$ cat config.mk
export PLATFORM = sky130hd
export DESIGN_NAME = alu_rs_flat
export DESIGN_NICKNAME = d
export VERILOG_FILES = /design/src/rtl/alu_rs_if.sv /design/src/rtl/alu_rs.sv /design/src/flat_wrapper.sv
export SDC_FILE = /design/constraint.sdc
export NUM_CORES = 2
export LEC_CHECK = 0
export ABC_AREA = 0
export CORE_MARGIN = 2
export CORE_UTILIZATION = 61
export CTS_BUF_LIST = sky130_fd_sc_hd__clkbuf_8
export DETAILED_ROUTE_END_ITERATION = 12
export GPL_TIMING_DRIVEN = 0
export PLACE_DENSITY = 0.81
export SYNTH_ARGS = -nofsm -noshare
export SYNTH_HDL_FRONTEND = slang
export SYNTH_SLANG_ARGS = --single-unit
$ cat constraint.sdc
create_clock -name clk_in -period 2.6 [get_ports clk_in]
set_input_delay 0.78 -clock clk_in [delete_from_list [all_inputs] [get_ports clk_in]]
set_output_delay 0.78 -clock clk_in [all_outputs]
set_load 0.005 [all_outputs]
$ cat src/rtl/alu_rs_if.sv
// Dispatch, CDB snoop and ALU issue bundle for the ALU reservation station.
// The RS uses the slave view; the dispatcher/bench uses the master view.
interface alu_rs_if #(
    parameter int ROB_W = 4
);
    logic             disp_valid;
    logic [10:0]      disp_op;
    logic             disp_q1_busy;
    logic [ROB_W-1:0] disp_q1;
    logic [31:0]      disp_v1;
    logic             disp_q2_busy;
    logic [ROB_W-1:0] disp_q2;
    logic [31:0]      disp_v2;
    logic [31:0]      disp_pc;
    logic             disp_is_short;
    logic [31:0]      disp_imm;
    logic [ROB_W-1:0] disp_rob_id;

    logic             cdb0_valid;
    logic [ROB_W-1:0] cdb0_rob_id;
    logic [31:0]      cdb0_value;
    logic             cdb1_valid;
    logic [ROB_W-1:0] cdb1_rob_id;
    logic [31:0]      cdb1_value;

    logic             rs_full;
    logic             alu_yes;
    logic [10:0]      alu_op;
    logic [31:0]      alu_v1;
    logic [31:0]      alu_v2;
    logic [31:0]      alu_pc;
    logic             alu_is_short;
    logic [31:0]      alu_imm;
    logic [ROB_W-1:0] alu_rob_id;

    modport slave (
        input  disp_valid, disp_op, disp_q1_busy, disp_q1, disp_v1,
               disp_q2_busy, disp_q2, disp_v2, disp_pc, disp_is_short,
               disp_imm, disp_rob_id,
               cdb0_valid, cdb0_rob_id, cdb0_value,
               cdb1_valid, cdb1_rob_id, cdb1_value,
        output rs_full, alu_yes, alu_op, alu_v1, alu_v2, alu_pc,
               alu_is_short, alu_imm, alu_rob_id
    );

    modport master (
        output disp_valid, disp_op, disp_q1_busy, disp_q1, disp_v1,
               disp_q2_busy, disp_q2, disp_v2, disp_pc, disp_is_short,
               disp_imm, disp_rob_id,
               cdb0_valid, cdb0_rob_id, cdb0_value,
               cdb1_valid, cdb1_rob_id, cdb1_value,
        input  rs_full, alu_yes, alu_op, alu_v1, alu_v2, alu_pc,
               alu_is_short, alu_imm, alu_rob_id
    );
endinterface

$ cat src/rtl/alu_rs.sv
// ALU reservation station: buffers uops, snoops two CDBs for operands and
// issues the lowest-index ready entry to the single-cycle ALU each cycle.
module alu_rs #(
    parameter int DEPTH = 8,
    parameter int ROB_W = 4
) (
    input  logic     clk_in,
    input  logic     rst_in,
    input  logic     rdy_in,
    input  logic     flush,
    alu_rs_if.slave  bus
);
    localparam int IW = (DEPTH > 1) ? $clog2(DEPTH) : 1;

    typedef struct packed {
        logic             busy;
        logic [10:0]      op;
        logic             q1_busy;
        logic [ROB_W-1:0] q1;
        logic [31:0]      v1;
        logic             q2_busy;
        logic [ROB_W-1:0] q2;
        logic [31:0]      v2;
        logic [31:0]      pc;
        logic             is_short;
        logic [31:0]      imm;
        logic [ROB_W-1:0] rob_id;
    } ent_t;

    typedef struct packed {
        logic             yes;
        logic [10:0]      op;
        logic [31:0]      v1;
        logic [31:0]      v2;
        logic [31:0]      pc;
        logic             is_short;
        logic [31:0]      imm;
        logic [ROB_W-1:0] rob_id;
    } iss_t;

    ent_t             ent_q [DEPTH];
    ent_t             ent_d [DEPTH];
    iss_t             iss_q;
    iss_t             iss_d;
    logic [DEPTH-1:0] busy;
    logic [DEPTH-1:0] ready;
    logic [IW-1:0]    free_idx;
    logic [IW-1:0]    sel_idx;
    logic             has_free;
    logic             has_sel;

    // Returns {still_pending, value}; cdb0 has priority over cdb1.
    function automatic logic [32:0] snoop(
        input logic             pend,
        input logic [ROB_W-1:0] tag,
        input logic [31:0]      val
    );
        if (pend && bus.cdb0_valid && bus.cdb0_rob_id == tag)
            return {1'b0, bus.cdb0_value};
        if (pend && bus.cdb1_valid && bus.cdb1_rob_id == tag)
            return {1'b0, bus.cdb1_value};
        return {pend, val};
    endfunction

    always_comb begin
        for (int i = 0; i < DEPTH; i++) begin
            busy[i]  = ent_q[i].busy;
            ready[i] = ent_q[i].busy && !ent_q[i].q1_busy
                       && !ent_q[i].q2_busy;
        end
    end

    assign bus.rs_full = &busy;

    always_comb begin
        free_idx = '0;
        has_free = 1'b0;
        sel_idx  = '0;
        has_sel  = 1'b0;
        for (int i = DEPTH - 1; i >= 0; i--) begin
            if (!busy[i]) begin
                free_idx = IW'(i);
                has_free = 1'b1;
            end
            if (ready[i]) begin
                sel_idx = IW'(i);
                has_sel = 1'b1;
            end
        end
    end

    always_comb begin
        for (int i = 0; i < DEPTH; i++) ent_d[i] = ent_q[i];
        iss_d     = iss_q;
        iss_d.yes = 1'b0;
        if (rdy_in && flush) begin
            for (int i = 0; i < DEPTH; i++) ent_d[i].busy = 1'b0;
        end else if (rdy_in) begin
            for (int i = 0; i < DEPTH; i++) begin
                if (ent_q[i].busy) begin
                    {ent_d[i].q1_busy, ent_d[i].v1} =
                        snoop(ent_q[i].q1_busy, ent_q[i].q1, ent_q[i].v1);
                    {ent_d[i].q2_busy, ent_d[i].v2} =
                        snoop(ent_q[i].q2_busy, ent_q[i].q2, ent_q[i].v2);
                end
            end
            if (has_sel) begin
                iss_d.yes      = 1'b1;
                iss_d.op       = ent_q[sel_idx].op;
                iss_d.v1       = ent_q[sel_idx].v1;
                iss_d.v2       = ent_q[sel_idx].v2;
                iss_d.pc       = ent_q[sel_idx].pc;
                iss_d.is_short = ent_q[sel_idx].is_short;
                iss_d.imm      = ent_q[sel_idx].imm;
                iss_d.rob_id   = ent_q[sel_idx].rob_id;
                ent_d[sel_idx].busy = 1'b0;
            end
            // Free slot comes from pre-edge busy, so it never aliases the issuer.
            if (bus.disp_valid && has_free) begin
                ent_d[free_idx].busy     = 1'b1;
                ent_d[free_idx].op       = bus.disp_op;
                ent_d[free_idx].q1       = bus.disp_q1;
                ent_d[free_idx].q2       = bus.disp_q2;
                ent_d[free_idx].pc       = bus.disp_pc;
                ent_d[free_idx].is_short = bus.disp_is_short;
                ent_d[free_idx].imm      = bus.disp_imm;
                ent_d[free_idx].rob_id   = bus.disp_rob_id;
                {ent_d[free_idx].q1_busy, ent_d[free_idx].v1} =
                    snoop(bus.disp_q1_busy, bus.disp_q1, bus.disp_v1);
                {ent_d[free_idx].q2_busy, ent_d[free_idx].v2} =
                    snoop(bus.disp_q2_busy, bus.disp_q2, bus.disp_v2);
            end
        end
    end

    always_ff @(posedge clk_in or negedge rst_in) begin
        if (!rst_in) begin
            for (int i = 0; i < DEPTH; i++) ent_q[i] <= '0;
            iss_q <= '0;
        end else begin
            for (int i = 0; i < DEPTH; i++) ent_q[i] <= ent_d[i];
            iss_q <= iss_d;
        end
    end

    assign bus.alu_yes      = iss_q.yes;
    assign bus.alu_op       = iss_q.op;
    assign bus.alu_v1       = iss_q.v1;
    assign bus.alu_v2       = iss_q.v2;
    assign bus.alu_pc       = iss_q.pc;
    assign bus.alu_is_short = iss_q.is_short;
    assign bus.alu_imm      = iss_q.imm;
    assign bus.alu_rob_id   = iss_q.rob_id;
endmodule
$ cat src/flat_wrapper.sv
// flat-port wrapper written by rule: the top's interface ports become plain ports
module alu_rs_flat 
#(
    parameter int DEPTH = 8,
    parameter int ROB_W = 4
)
  (clk_in, rst_in, rdy_in, flush, bus_disp_valid, bus_disp_op, bus_disp_q1_busy, bus_disp_q1, bus_disp_v1, bus_disp_q2_busy, bus_disp_q2, bus_disp_v2, bus_disp_pc, bus_disp_is_short, bus_disp_imm, bus_disp_rob_id, bus_cdb0_valid, bus_cdb0_rob_id, bus_cdb0_value, bus_cdb1_valid, bus_cdb1_rob_id, bus_cdb1_value, bus_rs_full, bus_alu_yes, bus_alu_op, bus_alu_v1, bus_alu_v2, bus_alu_pc, bus_alu_is_short, bus_alu_imm, bus_alu_rob_id);
  alu_rs_if #(.ROB_W(ROB_W)) bus_i ();
  input  logic clk_in;
  input  logic rst_in;
  input  logic rdy_in;
  input  logic flush;
  input wire logic [$bits(bus_i.disp_valid)-1:0] bus_disp_valid;
  input wire logic [$bits(bus_i.disp_op)-1:0] bus_disp_op;
  input wire logic [$bits(bus_i.disp_q1_busy)-1:0] bus_disp_q1_busy;
  input wire logic [$bits(bus_i.disp_q1)-1:0] bus_disp_q1;
  input wire logic [$bits(bus_i.disp_v1)-1:0] bus_disp_v1;
  input wire logic [$bits(bus_i.disp_q2_busy)-1:0] bus_disp_q2_busy;
  input wire logic [$bits(bus_i.disp_q2)-1:0] bus_disp_q2;
  input wire logic [$bits(bus_i.disp_v2)-1:0] bus_disp_v2;
  input wire logic [$bits(bus_i.disp_pc)-1:0] bus_disp_pc;
  input wire logic [$bits(bus_i.disp_is_short)-1:0] bus_disp_is_short;
  input wire logic [$bits(bus_i.disp_imm)-1:0] bus_disp_imm;
  input wire logic [$bits(bus_i.disp_rob_id)-1:0] bus_disp_rob_id;
  input wire logic [$bits(bus_i.cdb0_valid)-1:0] bus_cdb0_valid;
  input wire logic [$bits(bus_i.cdb0_rob_id)-1:0] bus_cdb0_rob_id;
  input wire logic [$bits(bus_i.cdb0_value)-1:0] bus_cdb0_value;
  input wire logic [$bits(bus_i.cdb1_valid)-1:0] bus_cdb1_valid;
  input wire logic [$bits(bus_i.cdb1_rob_id)-1:0] bus_cdb1_rob_id;
  input wire logic [$bits(bus_i.cdb1_value)-1:0] bus_cdb1_value;
  output wire logic [$bits(bus_i.rs_full)-1:0] bus_rs_full;
  output wire logic [$bits(bus_i.alu_yes)-1:0] bus_alu_yes;
  output wire logic [$bits(bus_i.alu_op)-1:0] bus_alu_op;
  output wire logic [$bits(bus_i.alu_v1)-1:0] bus_alu_v1;
  output wire logic [$bits(bus_i.alu_v2)-1:0] bus_alu_v2;
  output wire logic [$bits(bus_i.alu_pc)-1:0] bus_alu_pc;
  output wire logic [$bits(bus_i.alu_is_short)-1:0] bus_alu_is_short;
  output wire logic [$bits(bus_i.alu_imm)-1:0] bus_alu_imm;
  output wire logic [$bits(bus_i.alu_rob_id)-1:0] bus_alu_rob_id;
  assign bus_i.disp_valid = bus_disp_valid;
  assign bus_i.disp_op = bus_disp_op;
  assign bus_i.disp_q1_busy = bus_disp_q1_busy;
  assign bus_i.disp_q1 = bus_disp_q1;
  assign bus_i.disp_v1 = bus_disp_v1;
  assign bus_i.disp_q2_busy = bus_disp_q2_busy;
  assign bus_i.disp_q2 = bus_disp_q2;
  assign bus_i.disp_v2 = bus_disp_v2;
  assign bus_i.disp_pc = bus_disp_pc;
  assign bus_i.disp_is_short = bus_disp_is_short;
  assign bus_i.disp_imm = bus_disp_imm;
  assign bus_i.disp_rob_id = bus_disp_rob_id;
  assign bus_i.cdb0_valid = bus_cdb0_valid;
  assign bus_i.cdb0_rob_id = bus_cdb0_rob_id;
  assign bus_i.cdb0_value = bus_cdb0_value;
  assign bus_i.cdb1_valid = bus_cdb1_valid;
  assign bus_i.cdb1_rob_id = bus_cdb1_rob_id;
  assign bus_i.cdb1_value = bus_cdb1_value;
  assign bus_rs_full = bus_i.rs_full;
  assign bus_alu_yes = bus_i.alu_yes;
  assign bus_alu_op = bus_i.alu_op;
  assign bus_alu_v1 = bus_i.alu_v1;
  assign bus_alu_v2 = bus_i.alu_v2;
  assign bus_alu_pc = bus_i.alu_pc;
  assign bus_alu_is_short = bus_i.alu_is_short;
  assign bus_alu_imm = bus_i.alu_imm;
  assign bus_alu_rob_id = bus_i.alu_rob_id;
  alu_rs #(.DEPTH(DEPTH), .ROB_W(ROB_W)) u_core (.clk_in(clk_in), .rst_in(rst_in), .rdy_in(rdy_in), .flush(flush), .bus(bus_i));
endmodule
==> results of run 1 <==
==> synthesized netlist by cell type, types with 64 or more instances <==
cell | instances | area [um2]
nor2_1 | 423 | 1590
a32oi_1 | 65 | 569
o221ai_1 | 136 | 1190
mux2_2 | 178 | 2000
clkbuf_1 | 620 | 2330
nor3_1 | 151 | 756
nand3_1 | 244 | 1220
a221oi_1 | 186 | 1630
nand2_1 | 2061 | 7740
nand4_1 | 74 | 463
o22ai_1 | 280 | 1750
xor2_1 | 79 | 692
dfrtp_1 | 1385 | 34700
mux2i_1 | 147 | 1470
buf_2 | 169 | 846
inv_1 | 217 | 815
a31oi_1 | 119 | 744
a21oi_1 | 402 | 2010
a222oi_1 | 163 | 1630
o21ai_0 | 206 | 1030
a211o_1 | 64 | 561
a22oi_1 | 130 | 976
==> routing by layer <==
metal,global-route usage,overflow
met5,0.672,19
met4,0.880,412
met3,0.838,197
met2,0.985,663
met1,0.913,215
==> timing repair <==
item                                   4_1_cts
hold buffers                                 2
pin swaps                                  182
gates resized for setup                   1650
endpoints found under the hold margin      102
gates cloned                                30
setup endpoints to repair                 1523
setup buffers                              282
==> kinds of logic after synthesis <==
logic type | count (synthesis)
AND/OR/NAND/NOR | 3231
AO/OA/AOI/OAI | 2114
flip-flops | 1385
buffers and inverters | 1081
multiplexers | 326
XOR/XNOR | 115
==> metrics by stage <==
| stage | hold slack [ps] | util | std cells | worst slack [ps] | cell area, um2 |
|---|---|---|---|---|---|
| 4_1_cts | -297 | 0.773 | 10800 | -171 | 91300 |
| 3_3_place_gp | 447 | 0.659 | 10100 | -62480 | 77800 |
| 2_1_floorplan | 435 | - | 8252 | -131 | 72800 |
| 3_5_place_dp | 455 | 0.663 | 10100 | -2800 | 78300 |
==> impl_metrics.ini, run 1 <==
[logic_synthesis]
syn-num-nets = 8485
yosysUniqueCellTypes = 81
synthSimpleGateAreaFrac = 0.188
ys_ff_latch = 1385
synth-seq-area-share = 0.478
synth_compound_area_frac = 0.212
synth-adder-area-share = 0
async_flop_share = 1.00
yosysWarnings = 0
synth_edf_count = 0
netlist_instances = 8252
synth_xor_area_frac = 0.0139
synth_top_family_by_area = compound AO/OA/AOI/OAI gates
synthFlopType = dfrtp_1
syn_area_um2 = 72500
syn_area_per_cell_um2 = 8.79
synth.area.mux_share = 0.0482

[floorplanning]
io_pins = 379
die_h_um = 349
rows = 126
die_x_um = 349
initial_core_util = 0.614

[placement]
numPortBuffers = 310
dpl.hpwl_um = 314000
gp_congestion = 1.19

[grt]
gr-total-overflow = 1506
grtUsageTotal = 0.906
grt_max_degree = 176
grt_pass1_vias = 99900
grt_pass1_wl_um = 791000

[run_status]
failing_step = 5_1_grt
status = did not finish
tool.error = [ERROR GRT-0116] Global routing finished with congestion. Check the congestion regions in the DRC Viewer.

[clocking]
cts_buffers = 227
cts_root_buffer = clkbuf_8
clk_path_buf_depth = 3
cts.sinks = 1385
htreeDepth = 4
==> run 2, diff against run 1 <==
--- a/config.mk
+++ b/config.mk
@@ -7,11 +7,10 @@
 export LEC_CHECK = 0
 export ABC_AREA = 0
 export CORE_MARGIN = 2
-export CORE_UTILIZATION = 61
-export CTS_BUF_LIST = sky130_fd_sc_hd__clkbuf_8
+export CORE_UTILIZATION = 40
 export DETAILED_ROUTE_END_ITERATION = 12
 export GPL_TIMING_DRIVEN = 0
-export PLACE_DENSITY = 0.81
+export PLACE_DENSITY_LB_ADDON = 0.15
 export SYNTH_ARGS = -nofsm -noshare
 export SYNTH_HDL_FRONTEND = slang
 export SYNTH_SLANG_ARGS = --single-unit
==> run 2 against run 1 <==
- the flow now finishes, with violations (negative hold slack, max-capacitance violations, max-slew violations, negative setup slack)
- synthesized area is the same
- synthesized cell count is the same
==> impl_metrics.ini, run 2 <==
[logic_synthesis]
synthSimpleGateAreaFrac = 0.188
netlist_instances = 8252
syn-num-nets = 8485
synth_edf_count = 0
synth_area_leader_cell = dfrtp_1
ys_ff_latch = 1385
synthFlopType = dfrtp_1
syn_area_um2 = 72500
synth_common_cells = nand2_1 (2061), dfrtp_1 (1385), clkbuf_1 (620), nor2_1 (423), a21oi_1 (402)
yosys-top-cells-area = dfrtp_1 (48%), nand2_1 (11%), clkbuf_1 (3.2%)
yosysMostFrequentCell = nand2_1
yosysWarnings = 0
synth-adder-area-share = 0
synth_xor_area_frac = 0.0139
synth_compound_area_frac = 0.212
yosysTopAreaCellShare = 0.478
synth.area.mux_share = 0.0482
synth-seq-area-share = 0.478
synth_top_family_by_area = compound AO/OA/AOI/OAI gates
async_flop_share = 1.00
yosysUniqueCellTypes = 81
syn_area_per_cell_um2 = 8.79

[sta]
final.setup.worst_slack_ps = -354
rsz0062_at_grt = true
final_max_slew_viol_count = 21
setup_viol = 747
tightest_slew_ps = 1540
max_slew_margin = -0.0274
finalHoldViolCount = 80
finalClockSkew_ps = 51.6
fmax_mhz = 339
finalHoldWorstSlack_ps = -206
fin_crit_ps = 2950
fin_crit_sh = 1.14

[finish]
final_core_util = 0.517
drive_above_1_share = 0.198
syn2layout_area_growth_pct = 28.5
nNetsFinal = 9210
mostFrequentLayoutCells = nand2_1 (2032), dfrtp_1 (1358), nor2_1 (393)
layout_commonest_cell = nand2_1

[grt]
grt_pass1_vias = 75800
grtUsageTotal = 0.542
gr-total-overflow = 0
antenna_found_initial = 58
grt_max_degree = 183
grt_pass1_wl_um = 678000

[placement]
gp_congestion = 1.08
pre_cts_ws_ps = -3150
dpl.hpwl_um = 366000
numPortBuffers = 310

[routing]
vias = 82300
route.detailed.drc = 0
wire_per_inst_um = 45.4
vias_per_cell = 7.13
detail-route-antenna-nets = 0
drt-initial-drc-count = 15100
finalWirelength_um = 523000
first_pass_iters = 13

[pwr]
irDropWorstVdd_mv = 0.579
p_total_w = 0.0651
p_leak_nw = 42.3
power_density_nw_per_um2 = 698

[setup_path]
path_max_fanout = 6
worst-path-buf-inv = 5
crit_top_cell = buf_16
path_delay_family = buffers and inverters
cpPeakStageDelay_ps = 470
cp-end-kind = flop
critPathLaunchType = flop
crit_chain = nor3b_4 > buf_6 > nor3_2 > a221oi_4 > clkbuf_16 > buf_16 > buf_16 > buf_16 > mux2i_2 > o32ai_1 > a211o_1
arrival_ps = 3700
critPathRequiredTime_ps = 3340
crit_type = flop to flop
critical-path-slowest-cell = dfrtp_2

[clocking]
clk_latency_ps = 880
clk_pin_slew_ps = 60
cts_buffers = 165
cts_root_buffer = clkbuf_16
htreeDepth = 4
clk_path_buf_depth = 3
cts.sinks = 1385
cts_tree = done

[run_status]
violations = negative hold slack, max-capacitance violations, max-slew violations, negative setup slack
status = finished, violations left

[job]
cap_violations = 2

[floorplanning]
die_h_um = 430
initial_core_util = 0.402
fp.coreArea_um2 = 181000
rows = 156
die_x_um = 430
design.die.area_um2 = 185000
io_pins = 379

[min_path]
hold_class = input pin to asynchronous set/reset pin
run 2: cell counts after synthesis:
No cell type changed its count.
run 2: layer usage:
| layer | part of all wire | GRT usage |
|---|---|---|
| met5 | 0.0010 | 0.0258 |
| met4 | 0.12 | 0.502 |
| met3 | 0.15 | 0.245 |
| met2 | 0.40 | 0.741 |
| met1 | 0.34 | 0.625 |
run 2: cell type report:
type | instances | area (um2)
fillers | 16900 | 87300
multi-input cells | 5786 | 36000
flip-flops and latches | 1385 | 34700
plain buffers | 836 | 6600
repair buffers | 583 | 6500
clock buffers | 244 | 4850
well taps | 2370 | 2970
inverters | 220 | 837
clock inverters | 48 | 666
diodes | 60 | 150
run 2: kinds of logic after synthesis:
| kind of cell | after synthesis |
|---|---|
| AND/OR/NAND/NOR | 3231 |
| XOR/XNOR | 115 |
| multiplexers | 326 |
| buffers and inverters | 1081 |
| flip-flops | 1385 |
| AO/OA/AOI/OAI | 2114 |
run 2: final timing paths:
kind                                          from                         end  slack, ps  cells after the start
min in group clk_in                 bus_disp_q2[0]                        flop        170                      3
worst max-delay path            u_core.ent_q[1190]       u_core.bus.alu_imm[5]       -350                     11
worst min-delay path                        rst_in           u_core.ent_q[237]       -210                      1
worst max register to register  u_core.ent_q[1190]       u_core.bus.alu_imm[5]       -350                     11
worst min register to register                flop                        flop        470                      2
max in group asynchronous                   rst_in  asynchronous set/reset pin        280                      4
run 2: report_power, final:
group	total (W)	internal [W]	leakage [nW]	switching (W)
Combinational	0.0136	0.00535	22.4	0.00823
Clock	0.0245	0.0137	2.71	0.0109
Sequential	0.0270	0.0243	17.2	0.00273
Total	0.0651	0.0433	42.3	0.0218
run 2: worst register-to-register path, delay by kind of cell, from the launching register on:
kind	cells	cell delay (ps)
flops	1	470
compound gates	3	670
mux	1	240
simple gates	2	380
buf+inv	5	1050
run 2: repair_timing:
item / CTS / global route
setup endpoints to repair: 1496 / 1453
gates resized for setup: 1149 / 692
pin swaps: 88 / 70
buffers inserted: 134 / 86
hold endpoints to repair: 80 / 80
cloned: 8 / 17
run 2: metrics by stage:
step | instance area [um2] | setup TNS (ps) | cells
after floorplan | 72800 | -2850 | 8252
after global placement | 78900 | - | 10900
after detailed placement | 79600 | -3136150 | 11000
after CTS | 89900 | -90800 | 11400
after global routing | 93200 | -36000 | 11500
final | 93300 | -62500 | 11500
Note: power is estimated with default switching activity, not from simulation.
